$ cat src/rtl/enc_round_sequencer.sv
// Multi-round sequencer around the 8-bit encryption round function.
// Accepts a byte/key pair, runs ROUNDS rounds, then presents the ciphertext on a valid/ready port.
module enc_round_sequencer #(
  parameter int unsigned ROUNDS = 4
) (
  input  logic       clock,
  input  logic       reset,
  input  logic       in_valid,
  output logic       in_ready,
  input  logic [7:0] number,
  input  logic [7:0] key,
  output logic       out_valid,
  input  logic       out_ready,
  output logic [7:0] enc_number,
  output logic       busy,
  output logic [3:0] round_idx
);

  localparam int unsigned DW = 8;
  localparam int unsigned CW = 4;
  localparam int unsigned HW = DW / 2;

  localparam logic [1:0] IDLE  = 2'd0;
  localparam logic [1:0] ROUND = 2'd1;
  localparam logic [1:0] DONE  = 2'd2;

  localparam logic [CW-1:0] LAST = CW'(ROUNDS - 1);

  logic [1:0]    state, state_nxt;
  logic [DW-1:0] st, st_nxt;
  logic [DW-1:0] rk, rk_nxt;
  logic [CW-1:0] cnt, cnt_nxt;
  logic [DW-1:0] enc_nxt;

  logic [DW-1:0] e;
  logic [DW-1:0] x;
  logic [HW-1:0] s;
  logic [DW-1:0] r;

  // Single round-function instance; the nibble sum drops its carry.
  always_comb begin
    e = {st[3], st[0], st[1], st[2], st[1], st[3], st[2], st[0]};
    x = e ^ rk;
    s = x[7:4] + x[3:0] + {3'b000, rk[0]};
    r = {s ^ st[7:4], st[3:0]};
  end

  always_comb begin
    state_nxt = state;
    st_nxt    = st;
    rk_nxt    = rk;
    cnt_nxt   = cnt;
    enc_nxt   = enc_number;
    case (state)
      IDLE: begin
        if (in_valid) begin
          st_nxt    = number;
          rk_nxt    = key;
          cnt_nxt   = '0;
          state_nxt = ROUND;
        end
      end
      ROUND: begin
        // Final round publishes R unswapped; earlier rounds swap halves and rotate the key.
        if (cnt == LAST) begin
          enc_nxt   = r;
          state_nxt = DONE;
        end else begin
          st_nxt  = {r[3:0], r[7:4]};
          rk_nxt  = {rk[6:0], rk[7]};
          cnt_nxt = cnt + CW'(1);
        end
      end
      DONE: begin
        if (out_ready) begin
          state_nxt = IDLE;
        end
      end
      default: state_nxt = IDLE;
    endcase
  end

  always_ff @(posedge clock or posedge reset) begin
    if (reset) begin
      state      <= IDLE;
      st         <= '0;
      rk         <= '0;
      cnt        <= '0;
      enc_number <= '0;
    end else begin
      state      <= state_nxt;
      st         <= st_nxt;
      rk         <= rk_nxt;
      cnt        <= cnt_nxt;
      enc_number <= enc_nxt;
    end
  end

  // Status decodes come only from registered state, never from the handshake inputs.
  assign in_ready  = (state == IDLE);
  assign out_valid = (state == DONE);
  assign busy      = (state == ROUND) || (state == DONE);
  assign round_idx = (state == ROUND) ? cnt : '0;

endmodule

$ cat config.mk
export PLATFORM = sky130hd
export DESIGN_NAME = enc_round_sequencer
export DESIGN_NICKNAME = d
export VERILOG_FILES = /design/src/rtl/enc_round_sequencer.sv
export SDC_FILE = /design/constraint.sdc
export NUM_CORES = 1
export LEC_CHECK = 0
export ABC_AREA = 1
export ABC_CLOCK_PERIOD_IN_PS = 1900
export CORE_MARGIN = 2
export CORE_UTILIZATION = 46
export DETAILED_ROUTE_END_ITERATION = 10
export GPL_TIMING_DRIVEN = 0
export PLACE_DENSITY = 0.74
export RECOVER_POWER = 50
export REMOVE_ABC_BUFFERS = 1
export SLEW_MARGIN = 30
export SYNTH_ARGS = -nofsm -noshare
export SYNTH_HDL_FRONTEND = slang
export SYNTH_SLANG_ARGS = --single-unit
$ cat constraint.sdc
create_clock -name clock -period 1.9 [get_ports clock]
set_clock_uncertainty 0.05 [all_clocks]
set_input_delay 0.19 -clock clock [delete_from_list [all_inputs] [get_ports clock]]
set_output_delay 0.19 -clock clock [all_outputs]
set_load 0.1 [all_outputs]
==> impl_metrics.yaml, run 1 <==
route:
  drt-pass1-iter-count: 4
  dr_total_vias: 1578
  routed_wl_mm: 4.28
  wl_per_cell_um: 13.7
  routed_via_density: 5.06
  wl_met2_mm: 2.05
  topRoutingLayerUsed: "met4"
  antenna_left: 0
  m1WireLength_mm: 1.89
  first_iter_violations: 105
  wl_met3_um: 213
  route.detailed.drc: 0
yosys:
  synthMuxAreaShare_pct: 0.662
  ys_ff_latch: 30
  netlist_area_sq_mm: 0.00170
  yosysSeqAreaShare_pct: 44.1
  synth-adder-area-share_pct: 5.59
  synth-xor-area-share_pct: 5.66
  ys_warn_count: 0
  synth_top_family_by_area: "simple AND/OR/NAND/NOR gates"
  synth_cell_types: 23
  synth-compound-area-share_pct: 15.7
  synth_cells: 208
  syn_avg_cell_area_sq_um: 8.18
  synth_simple_gate_area_share_pct: 19.6
critical_path:
  crit_family: "adder cells"
  r2r_setup_slack_ns: -0.06
  reg2reg_depth: 6
  cp.required_ns: 2.04
  crit_buf_inv: 1
  reg2reg_to: "st[1]"
  cp_max_fo: 3
  crit_type: "reg2reg"
  cpMaxStageDelayCell: "fa_1"
  cp-startpoint: "st[2]"
  crit_path_frequent_cell: "xor2_2"
  crit_arrival_ns: 2.09
  end_kind: "flip-flop"
  r2r-start: "st[2]"
  crit_chain: "buf_6 -> xor2_2 -> fa_1 -> xor2_2 -> nor2_1 -> o31ai_1"
  cp_slowest_stage_delay_ns: 0.59
  critPathLaunchType: "flip-flop"
die:
  fp.dieArea_sq_mm: 0.00420
  ioPinCount: 35
  core_sq_mm: 0.00361
  start_util_pct: 47.2
  die_w_um: 64.8
  dieHeight_um: 64.8
  rows: 22
min_path:
  min_to: "enc_number[7]"
  min_path_cells: 2
  worstHoldStart: "enc_number[7]"
  hold_path.class: "reg2reg"
cells_and_area:
  area_delta_synth_final_pct: 41.4
  finalNetCount: 291
  layout-drive-gt1-share_pct: 21.6
  n_antenna_cell: 0
  final_cell_area_sq_mm: 0.00241
timing:
  maxSlewViolCount: 0
  worst_pin_slew_ns: 1.13
  setup_slack_ns: -0.0561
  period_needed_ns: 1.96
  rsz0062_at_grt: "true"
  setup_viol: 3
  finalCritPeriodShare_pct: 103
  fmaxAchievable_mhz: 511
  hold_viol: 0
  slew_headroom_pct: 24.3
cts:
  cts_buffers: 5
  clk_latency_ns: 0.29
  cts-hold-fix-buffers: 0
  tritoncts: "yes"
  ctsLongestPathBuffers: 2
  clkTransAtPathRegs_ns: 0.06
  clock-sinks: 30
  ctsHtreeMaxLevel: 2
  ctsRootBufferMaster: "clkbuf_8"
grt:
  grt_max_degree: 31
  antenna_found_initial: 0
  grtUsageTotal_pct: 22.0
  grt_pass1_wl_mm: 6.91
  overflow: 0
  grt_pass1_vias: 1508
outcome:
  status: "complete, but fails checks"
  violations: "setup timing"
place:
  placed_area_sq_mm: 0.00206
  port_buffers: 34
  hpwl_mm: 2.35
  gp_congestion: 0.760
job:
  cap_violations: 0
-- how the worst max path moves through the flow --
| stage | end | cells after the start |
|---|---|---|
| final | st[1] | 6 |
| after global routing | st[1] | 9 |
| after CTS | st[1] | 9 |
| after detailed placement | round_idx[2] | 5 |
| after global placement | round_idx[3] | 5 |
| after floorplan | st[0] | 10 |
-- flip-flops by register name, summed over array words and instances (netlist names) --
register    count
rk              8
enc_number      8
cnt             4
state           2
st              8
-- layout make-up --
class,instances,area (sq um)
Fill cell,315,1200
Tap cell,48,60.1
Timing Repair Buffer,56,507
Clock buffer,7,76.3
Sequential cell,30,753
Inverter,26,100
Multi-Input combinational cell,145,910
-- metrics by stage --
stage / hold slack [ns] / worst slack (ns) / util (%) / instances / setup TNS (ns)
3_5_place_dp: 0.422 / -0.765 / 57.0 / 282 / -12.41
6_report: 0.428 / -0.0561 / 66.7 / 312 / -0.0860
5_1_grt: 0.457 / -0.190 / 66.7 / 312 / -0.403
3_3_place_gp: 0.413 / -1.16 / 56.9 / 282 / -26.67
2_1_floorplan: 0.231 / -0.518 / - / 200 / -9.17
4_1_cts: 0.270 / -0.0640 / 63.5 / 308 / -0.0832
-- synthesized netlist by cell type --
| cell | n | area [sq um] |
|---|---|---|
| o21a_1 | 1 | 7.51 |
| nand3_1 | 9 | 45.0 |
| nand2_1 | 58 | 218 |
| a21oi_1 | 2 | 10.0 |
| fa_1 | 1 | 20.0 |
| clkbuf_1 | 4 | 15.0 |
| o211ai_4 | 1 | 21.3 |
| a21o_1 | 1 | 7.51 |
| inv_4 | 1 | 6.26 |
| nor2_1 | 13 | 48.8 |
| inv_1 | 25 | 93.8 |
| buf_4 | 3 | 22.5 |
| xor2_1 | 9 | 78.8 |
| nand4_4 | 1 | 21.3 |
| o21ai_1 | 5 | 25.0 |
| mux2_2 | 1 | 11.3 |
| o31ai_1 | 6 | 45.0 |
| xnor2_1 | 2 | 17.5 |
| buf_6 | 1 | 11.3 |
| o21ai_0 | 24 | 120 |
| dfrtp_1 | 30 | 751 |
| o211ai_1 | 4 | 30.0 |
| ha_1 | 6 | 75.1 |
-- kinds of logic after synthesis --
kind of cell	count (synthesis)
flops	30
compound gates	44
buf+inv	34
fa+ha+maj	7
simple gates	81
mux	1
xor+xnor	11
-- per-layer routing --
layer / GRT usage (%) / vias up
met5: 0 / -
met4: 9.84 / 0
met3: 5.90 / 10
met2: 35.8 / 42
met1: 27.4 / 744
li1: - / 782
-- cells in the final DEF, fill, tap and decap left out, types with 4 or more instances in the layout --
master / count
dfrtp_1: 28
dlygate4sd2_1: 8
nor2_1: 13
inv_1: 23
nand2_1: 52
o211ai_1: 4
clkdlybuf4s50_1: 18
nand3_1: 9
o21ai_1: 9
buf_6: 7
xor2_1: 5
o21ai_0: 19
nand2_2: 5
buf_4: 17
o31ai_1: 6
clkbuf_8: 5
xor2_2: 4
ha_1: 4
-- tightest hold or removal path, stage by stage (launching register included) --
cell and delay [ns]:
dfrtp_1 0.33, nand2_1 0.05, o21ai_0 0.06
-- timing repair --
item                                   in CTS  in global routing
endpoints found under the hold margin       0                  0
setup endpoints to repair                  38                 24
buffers inserted                           18                  7
gates cloned                                1                  0
gates resized for setup                    51                 24
pin swaps                                   4                  9
Power of run 1 is left out: the tool's default activity adds up to more than one toggle a clock period on the data nets, which glitch-free logic cannot reach.
==> run 2, diff against run 1 <==
ABC_CLOCK_PERIOD_IN_PS = not set   (was 1900)
CORE_UTILIZATION = 50   (was 46)
GPL_TIMING_DRIVEN = not set   (was 0)
PLACE_DENSITY = 0.76   (was 0.74)
clock period = 2.5 ns   (was 1.9 ns; I/O delays follow)
==> run 2 against run 1 <==
  * The run ends with capacitance limit, slew limit left
  * Worst setup slack better by 0.49 ns
  * Core utilization is 3.1 points lower
  * Critical path depth stayed put
  * Register-to-register slack better by 0.59 ns
  * Critical path type is now reg2out
  * Highest routed layer unchanged
==> impl_metrics.yaml, run 2 (synthesis results as in run 1) <==
critical_path:
  crit_type: "reg2out"
  end_kind: "output pin"
  crit_arrival_ns: 1.77
  cpMaxStageDelayCell: "dfrtp_1"
  cp_max_fo: 36
  cp_slowest_stage_delay_ns: 0.40
  crit_chain: "inv_1 -> ha_1 -> buf_4 -> nand2_1 -> inv_1 -> buf_12"
  critPathLaunchType: "flip-flop"
  crit_path_frequent_cell: "inv_1"
  cp.required_ns: 2.20
cells_and_area:
  layout-drive-gt1-share_pct: 8.23
  layout_commonest_cell: "nand2_1"
  area_delta_synth_final_pct: 23.8
  multi_input_comb_area_sq_um: 802
  n_antenna_cell: 0
  finalNetCount: 271
  final_cell_mix: "58 x nand2_1, 30 x dfrtp_1, 25 x inv_1, 24 x o21ai_0, 18 x clkdlybuf4s50_1"
  n_fill_cell: 311
  layout.cells.non_filler: 289
  register_area_sq_um: 751
  post-route-util_pct: 63.6
  top_regs: "enc_number x8, rk x8, st x8"
grt:
  grt_busiest_layer: "met2"
  grtUsageMet1_pct: 27.2
  grt_util_met2_pct: 30.8
  grt_max_degree: 37
  overflow: 0
  use_met3_pct: 4.35
  grtUsageTotal_pct: 20.3
  antenna_found_initial: 0
  grt_pass1_wl_mm: 6.02
  grt_pass1_vias: 1316
outcome:
  status: "complete, but fails checks"
  violations: "capacitance limit, slew limit"
place:
  dp_cells: 283
  hpwl_mm: 2.48
  port_buffers: 34
  pre_cts_slack_ns: 0.558
  gp_congestion: 0.806
route:
  wl_per_cell_um: 11.8
  drt-pass1-iter-count: 4
  routed_wl_mm: 3.41
  first_iter_violations: 73
  routed_via_density: 4.89
  antenna_left: 0
  dr_total_vias: 1414
  route.detailed.drc: 0
die:
  start_util_pct: 51.4
  core_sq_mm: 0.00331
  dieHeight_um: 62.3
  die_w_um: 62.3
  ioPinCount: 35
  rows: 21
  fp.dieArea_sq_mm: 0.00389
cts:
  clock-sinks: 30
  cts_buffers: 5
  clkTransAtPathRegs_ns: 0.08
  ctsHtreeMaxLevel: 2
  ctsLongestPathBuffers: 2
  cts-hold-fix-buffers: 0
  clk_latency_ns: 0.32
  ctsRootBufferMaster: "clkbuf_4"
  post_cts_resized: 0
  cts_setup_buffers: 0
  tritoncts: "yes"
timing:
  hold_viol: 0
  fmaxAchievable_mhz: 484
  period_needed_ns: 2.07
  setup_viol: 0
  rsz0062_at_grt: "false"
  worst_pin_slew_ns: 1.56
  maxSlewViolCount: 31
  finalCritPeriodShare_pct: 82.7
  tns_ns: 0
  slew_headroom_pct: -4.32
  setup_slack_ns: 0.432
min_path:
  hold_path.class: "reg2reg"
job:
  cap_violations: 1
[run 2: worst paths after layout]
check / from / end / slack [ns] / depth (start not counted)
max: state[1] / round_idx[1] / 0.43 / 6
min: enc_number[3] / enc_number[3] / 0.43 / 2
max reg2reg: st[2] / st[1] / 0.53 / 9
min reg2reg: enc_number[3] / enc_number[3] / 0.43 / 2
max in group asynchronous: reset / st[7] / 0.64 / 3
min in group asynchronous: reset / enc_number[4] / 0.85 / 3
[run 2: per-stage QoR]
| stage | instance area (sq um) | hold slack [ns] |
|---|---|---|
| final | 2110 | 0.432 |
| after global routing | 2110 | 0.466 |
| after CTS | 2140 | 0.251 |
| after detailed placement | 2090 | 0.424 |
| after global placement | 2090 | 0.416 |
| after floorplan | 1650 | 0.291 |
[run 2: cell type report]
type,instances,share of cell area (%)
multi-input cells,144,38.1
inverters,26,4.75
flip-flops and latches,30,35.6
well taps,46,2.73
clock buffers,6,2.43
repair buffers,37,16.4
[run 2: critical path: cells and delay by family (launching register included)]
kind	cells	cell delay, ns
simple gates	1	0.09
fa+ha+maj	1	0.22
buf+inv	4	0.73
flops	1	0.40
[run 2: metal layers]
layer,up-vias,share of wire [%]
met1,642,48
met4,0,2.0
met3,5,4.0
met5,-,0
li1,741,-
met2,26,46
Power of run 2 is left out for the same reason.
==> run 3, diff against run 2 <==
CORE_UTILIZATION = 46   (was 50)
PLACE_DENSITY = 0.74   (was 0.76)
clock period = 1.85 ns   (was 2.5 ns; I/O delays follow)
==> run 3 against run 2 <==
  * The flow finishes with violations (setup timing)
  * First-iteration DRC count down 6.8%
  * Highest routed layer unchanged
  * Final area up 11%
  * Wire length up 9.7%
  * Flip-flop and latch count unchanged
==> impl_metrics.yaml, run 3 (synthesis results as in run 1) <==
timing:
  rsz0062_at_grt: "true"
  finalCritPeriodShare_pct: 101
  period_needed_ns: 1.88
  setup_viol: 1
  setup_slack_ns: -0.0254
  slew_headroom_pct: 51.6
  fmaxAchievable_mhz: 533
  hold_viol: 0
  tns_ns: -0.0254
  maxSlewViolCount: 0
  worst_pin_slew_ns: 0.727
route:
  routed_wl_mm: 3.74
  route.detailed.drc: 0
  wl_per_cell_um: 12.3
  first_iter_violations: 68
  routed_via_density: 4.91
  dr_total_vias: 1492
  antenna_left: 0
  drt-pass1-iter-count: 4
critical_path:
  crit_type: "reg2reg"
  end_kind: "flip-flop"
  crit_arrival_ns: 2.01
  crit_chain: "inv_2 -> nand2_2 -> nand2_2 -> nand2_2 -> o21ai_2 -> fa_1 -> xor2_1 -> nor2_1 -> o31ai_1"
  cpMaxStageDelayCell: "fa_1"
  cp_max_fo: 3
  cp_slowest_stage_delay_ns: 0.49
  critPathLaunchType: "flip-flop"
  cp.required_ns: 1.98
  crit_path_frequent_cell: "nand2_2"
cells_and_area:
  finalNetCount: 282
  layout.cells.non_filler: 304
  top_regs: "enc_number x8, rk x8, st x8"
  layout-drive-gt1-share_pct: 19.1
  final_cell_mix: "54 x nand2_1, 29 x dfrtp_1, 24 x inv_1, 23 x o21ai_0, 18 x clkdlybuf4s50_1"
  layout_commonest_cell: "nand2_1"
  n_antenna_cell: 0
  post-route-util_pct: 64.8
  area_delta_synth_final_pct: 37.4
die:
  start_util_pct: 47.2
  ioPinCount: 35
  die_w_um: 64.8
  dieHeight_um: 64.8
  fp.dieArea_sq_mm: 0.00420
  rows: 22
  core_sq_mm: 0.00361
place:
  gp_congestion: 0.782
  pre_cts_slack_ns: -0.0513
  dp_cells: 293
  hpwl_mm: 2.71
  port_buffers: 34
grt:
  grtUsageTotal_pct: 19.8
  overflow: 0
  grt_pass1_wl_mm: 6.17
  grt_pass1_vias: 1400
  grt_max_degree: 31
  antenna_found_initial: 0
cts:
  ctsHtreeMaxLevel: 2
  clk_latency_ns: 0.29
  cts-hold-fix-buffers: 0
  clkTransAtPathRegs_ns: 0.07
  clock-sinks: 30
  ctsRootBufferMaster: "clkbuf_8"
  ctsLongestPathBuffers: 2
  cts_buffers: 5
  tritoncts: "yes"
outcome:
  violations: "setup timing"
  status: "complete, but fails checks"
job:
  cap_violations: 0
min_path:
  hold_path.class: "reg2reg"
-- run 3: area by class of cell --
type                    instances  area (sq um)
clock buffers                   7          86.3
clock inverters                 1          5.00
fillers                       318          1270
inverters                      26           100
multi-input cells             144           836
flip-flops and latches         30           752
well taps                      48          60.1
repair buffers                 48           498
-- run 3: worst max-delay path, delay by kind of cell (launching register included) --
family | cells | cell delay (ns)
buffers and inverters | 1 | 0.06
AOI/OAI and AO/OA | 2 | 0.31
adders and majority gates | 1 | 0.49
and+or+nand+nor | 4 | 0.26
xor gates and xnor gates | 1 | 0.19
DFF | 1 | 0.41
-- run 3: per-stage QoR --
step	area, sq um	hold slack [ns]
after global placement	2190	0.417
after detailed placement	2190	0.426
after floorplan	1650	0.226
final	2340	0.437
after CTS	2290	0.235
after global routing	2340	0.472
-- run 3: layer usage --
metal / share of wire, % / routed length, um / GRT usage [%]
met5: 0 / 0 / 0
met4: 1.7 / 62 / 7.98
met3: 4.2 / 157 / 6.94
met2: 48 / 1790 / 33.1
met1: 46 / 1730 / 23.2
-- run 3: timing repair --
action                                  CTS  global route
buffers inserted                          0             3
endpoints found under the setup margin    6             8
pin swaps                                 2             1
cloned                                    0             0
gates resized for setup                   6            10
-- run 3: final timing paths --
path                               startpoint            end  slack, ns  depth (start not counted)
worst max-delay path                    st[2]          st[1]      -0.03                          9
worst min-delay path            enc_number[2]  enc_number[2]       0.44                          2
worst max register to register          st[2]          st[1]      -0.03                          9
worst min register to register  enc_number[2]  enc_number[2]       0.44                          2
max in group asynchronous               reset          st[0]       0.75                          3
min in group asynchronous               reset          rk[1]       0.49                          3
Power of run 3 is left out for the same reason.
==> RTL change (config.mk and constraints of run 3) <==
Register the input `key` before use, with the module's reset. The logic sees it one clock later. The other inputs are not delayed to match.
--- a/src/rtl/enc_round_sequencer.sv
+++ b/src/rtl/enc_round_sequencer.sv
@@ -27,2 +27,12 @@
   localparam logic [CW-1:0] LAST = CW'(ROUNDS - 1);
+
+  logic [7:0] key_q;
+
+  always_ff @(posedge clock or posedge reset) begin
+    if (reset) begin
+      key_q <= '0;
+    end else begin
+      key_q <= key;
+    end
+  end
 
@@ -57,3 +67,3 @@
           st_nxt    = number;
-          rk_nxt    = key;
+          rk_nxt    = key_q;
           cnt_nxt   = '0;
Behaviour: not the same (Yosys sat finds a counterexample within 10 cycles, from zero or initial values and one cycle with reset high).
==> RTL change against run 3 <==
  * Maximum frequency fell by 2.6%
  * Sequential cell count rose by 8
  * Routed wire length rose by 32%
  * Final area rose by 23%
  * Sequential share of layout area rose by 1.0 points
  * Global-route usage rose by 0.59 points
  * Worst setup slack got worse by 0.050 ns
  * Area after synthesis rose by 19%
  * Final cell count rose by 20%
  * Count of clock-buffer cells in the layout fell by 1
  * Utilization rose by 2.1 points
  * The flow still finishes with violations (setup timing)
Power is left out: the tool's default activity adds up to more than one toggle a clock period on the data nets, which glitch-free logic cannot reach.
==> RTL change: results (changes against run 3) <==
[synth]
synth.area.top_cells=dfrtp_1 (47%), nand2_1 (15%), inv_1 (5.9%)
yosysSeqAreaShare_pct=46.97  ; +2.9 points
synth_cell_types=22  ; -4.3%
ys_top_cells_by_count=nand2_1 (81), dfrtp_1 (38), inv_1 (32)
yosys_warnings=0  ; unchanged
syn_avg_cell_area_um2=8.002  ; -2.2%

[critical_path]
cp.arrival_ns=2.05  ; +0.04 ns
cp-endpoint=st[2]$_DFFE_PP0P_
critPathMaxFanout=3  ; unchanged
reg2reg_depth=12  ; +3

[cts]
cts_setup_buffers=14  ; +14
root_buffer=clkbuf_8
cts_inserted_buffers=5  ; unchanged
cts_resized=9  ; +3

[routing]
drt-initial-drc-count=93  ; +37%
wl_met2_um=2511  ; +40%
route.met3.wl_um=218  ; +39%
drt_wl_total_um=4917  ; +32%
routed_via_density=5.000  ; +1.9%
wl_met1_um=2096  ; +22%

[global_routing]
grt_use_total_pct=20.44  ; +0.59 points
grt_first_pass_wirelength_um=7941  ; +29%
grt_max_degree=39  ; +26%
grt_pass1_vias=1694  ; +21%

[layout]
nNetsFinal=338  ; +20%
drive_gt1_share_pct=24.68  ; +5.5 points
final_cells=364  ; +20%
n_fill_cell=329  ; +3.5%
seq_area_um2=953.4  ; +27%
n_antenna_cell=0  ; unchanged

[sta]
finalSetupTns_ns=-0.1648  ; -0.1394 ns
setup_violations=3  ; +2
tightest_slew_ns=0.9279  ; +0.2013 ns
layout_setup_ws_ns=-0.07499  ; -0.04956 ns

[worst_hold_path]
whs_path_depth=1  ; -1
hold_path_class=primary input to flip-flop

[place]
dpl_cell_area_mm2=0.002514  ; +15%
dp_hpwl_um=2994  ; +10%
dp_slack_ns=-0.04216  ; +0.009140 ns
routabilityCongestion=0.7927  ; +1.3%

[status]
status=finished, violations left
violations=setup timing

-- RTL change: kinds of logic (layout without fill, tap and decap cells) --
family	Yosys count	after routing	synth area share, %
AOI/OAI and AO/OA	41	41	12.55
xor gates and xnor gates	9	9	3.894
adders and majority gates	7	7	4.697
buffers and inverters	44	103	9.208
DFF	38	38	46.97
and+or+nand+nor	114	114	22.68
-- RTL change: worst min path at each step --
stage | startpoint | end | slack [ns]
3_5_place_dp | enc_number[5]$_DFFE_PP0P_ | enc_number[5]$_DFFE_PP0P_ | 0.42
4_1_cts | key[4] | key_q[4]$_DFF_PP0_ | 0.27
2_1_floorplan | key[0] | key_q[0]$_DFF_PP0_ | 0.17
5_1_grt | key[6] | key_q[6]$_DFF_PP0_ | 0.39
6_report | key[1] | key_q[1]$_DFF_PP0_ | 0.39
3_3_place_gp | enc_number[5]$_DFFE_PP0P_ | enc_number[5]$_DFFE_PP0P_ | 0.41
-- RTL change: layout make-up --
type	count	area share, %
Clock buffer	6	2.876
Tap cell	52	2.266
Timing Repair Buffer	61	21.83
Sequential cell	38	33.20
Clock inverter	2	2.092
Inverter	34	4.532
Multi-Input combinational cell	171	33.20
-- RTL change: routing by layer --
layer | vias to the layer above | global-route usage [%]
met4 | 0 | 7.906
li1 | 904 | -
met1 | 856 | 26.62
met3 | 10 | 4.762
met2 | 50 | 32.91
met5 | - | 0
-- RTL change: critical path: stages (launching register included) --
cell and delay [ns]:
dfrtp_2 0.45, nand2_2 0.11, nand2_2 0.06, nand2_2 0.06
o21ai_2 0.06, fa_2 0.35, inv_2 0.05, nand2_1 0.05
nand2_1 0.08, xor2_1 0.22, nand2_1 0.09, o211ai_1 0.08
o21ai_1 0.09
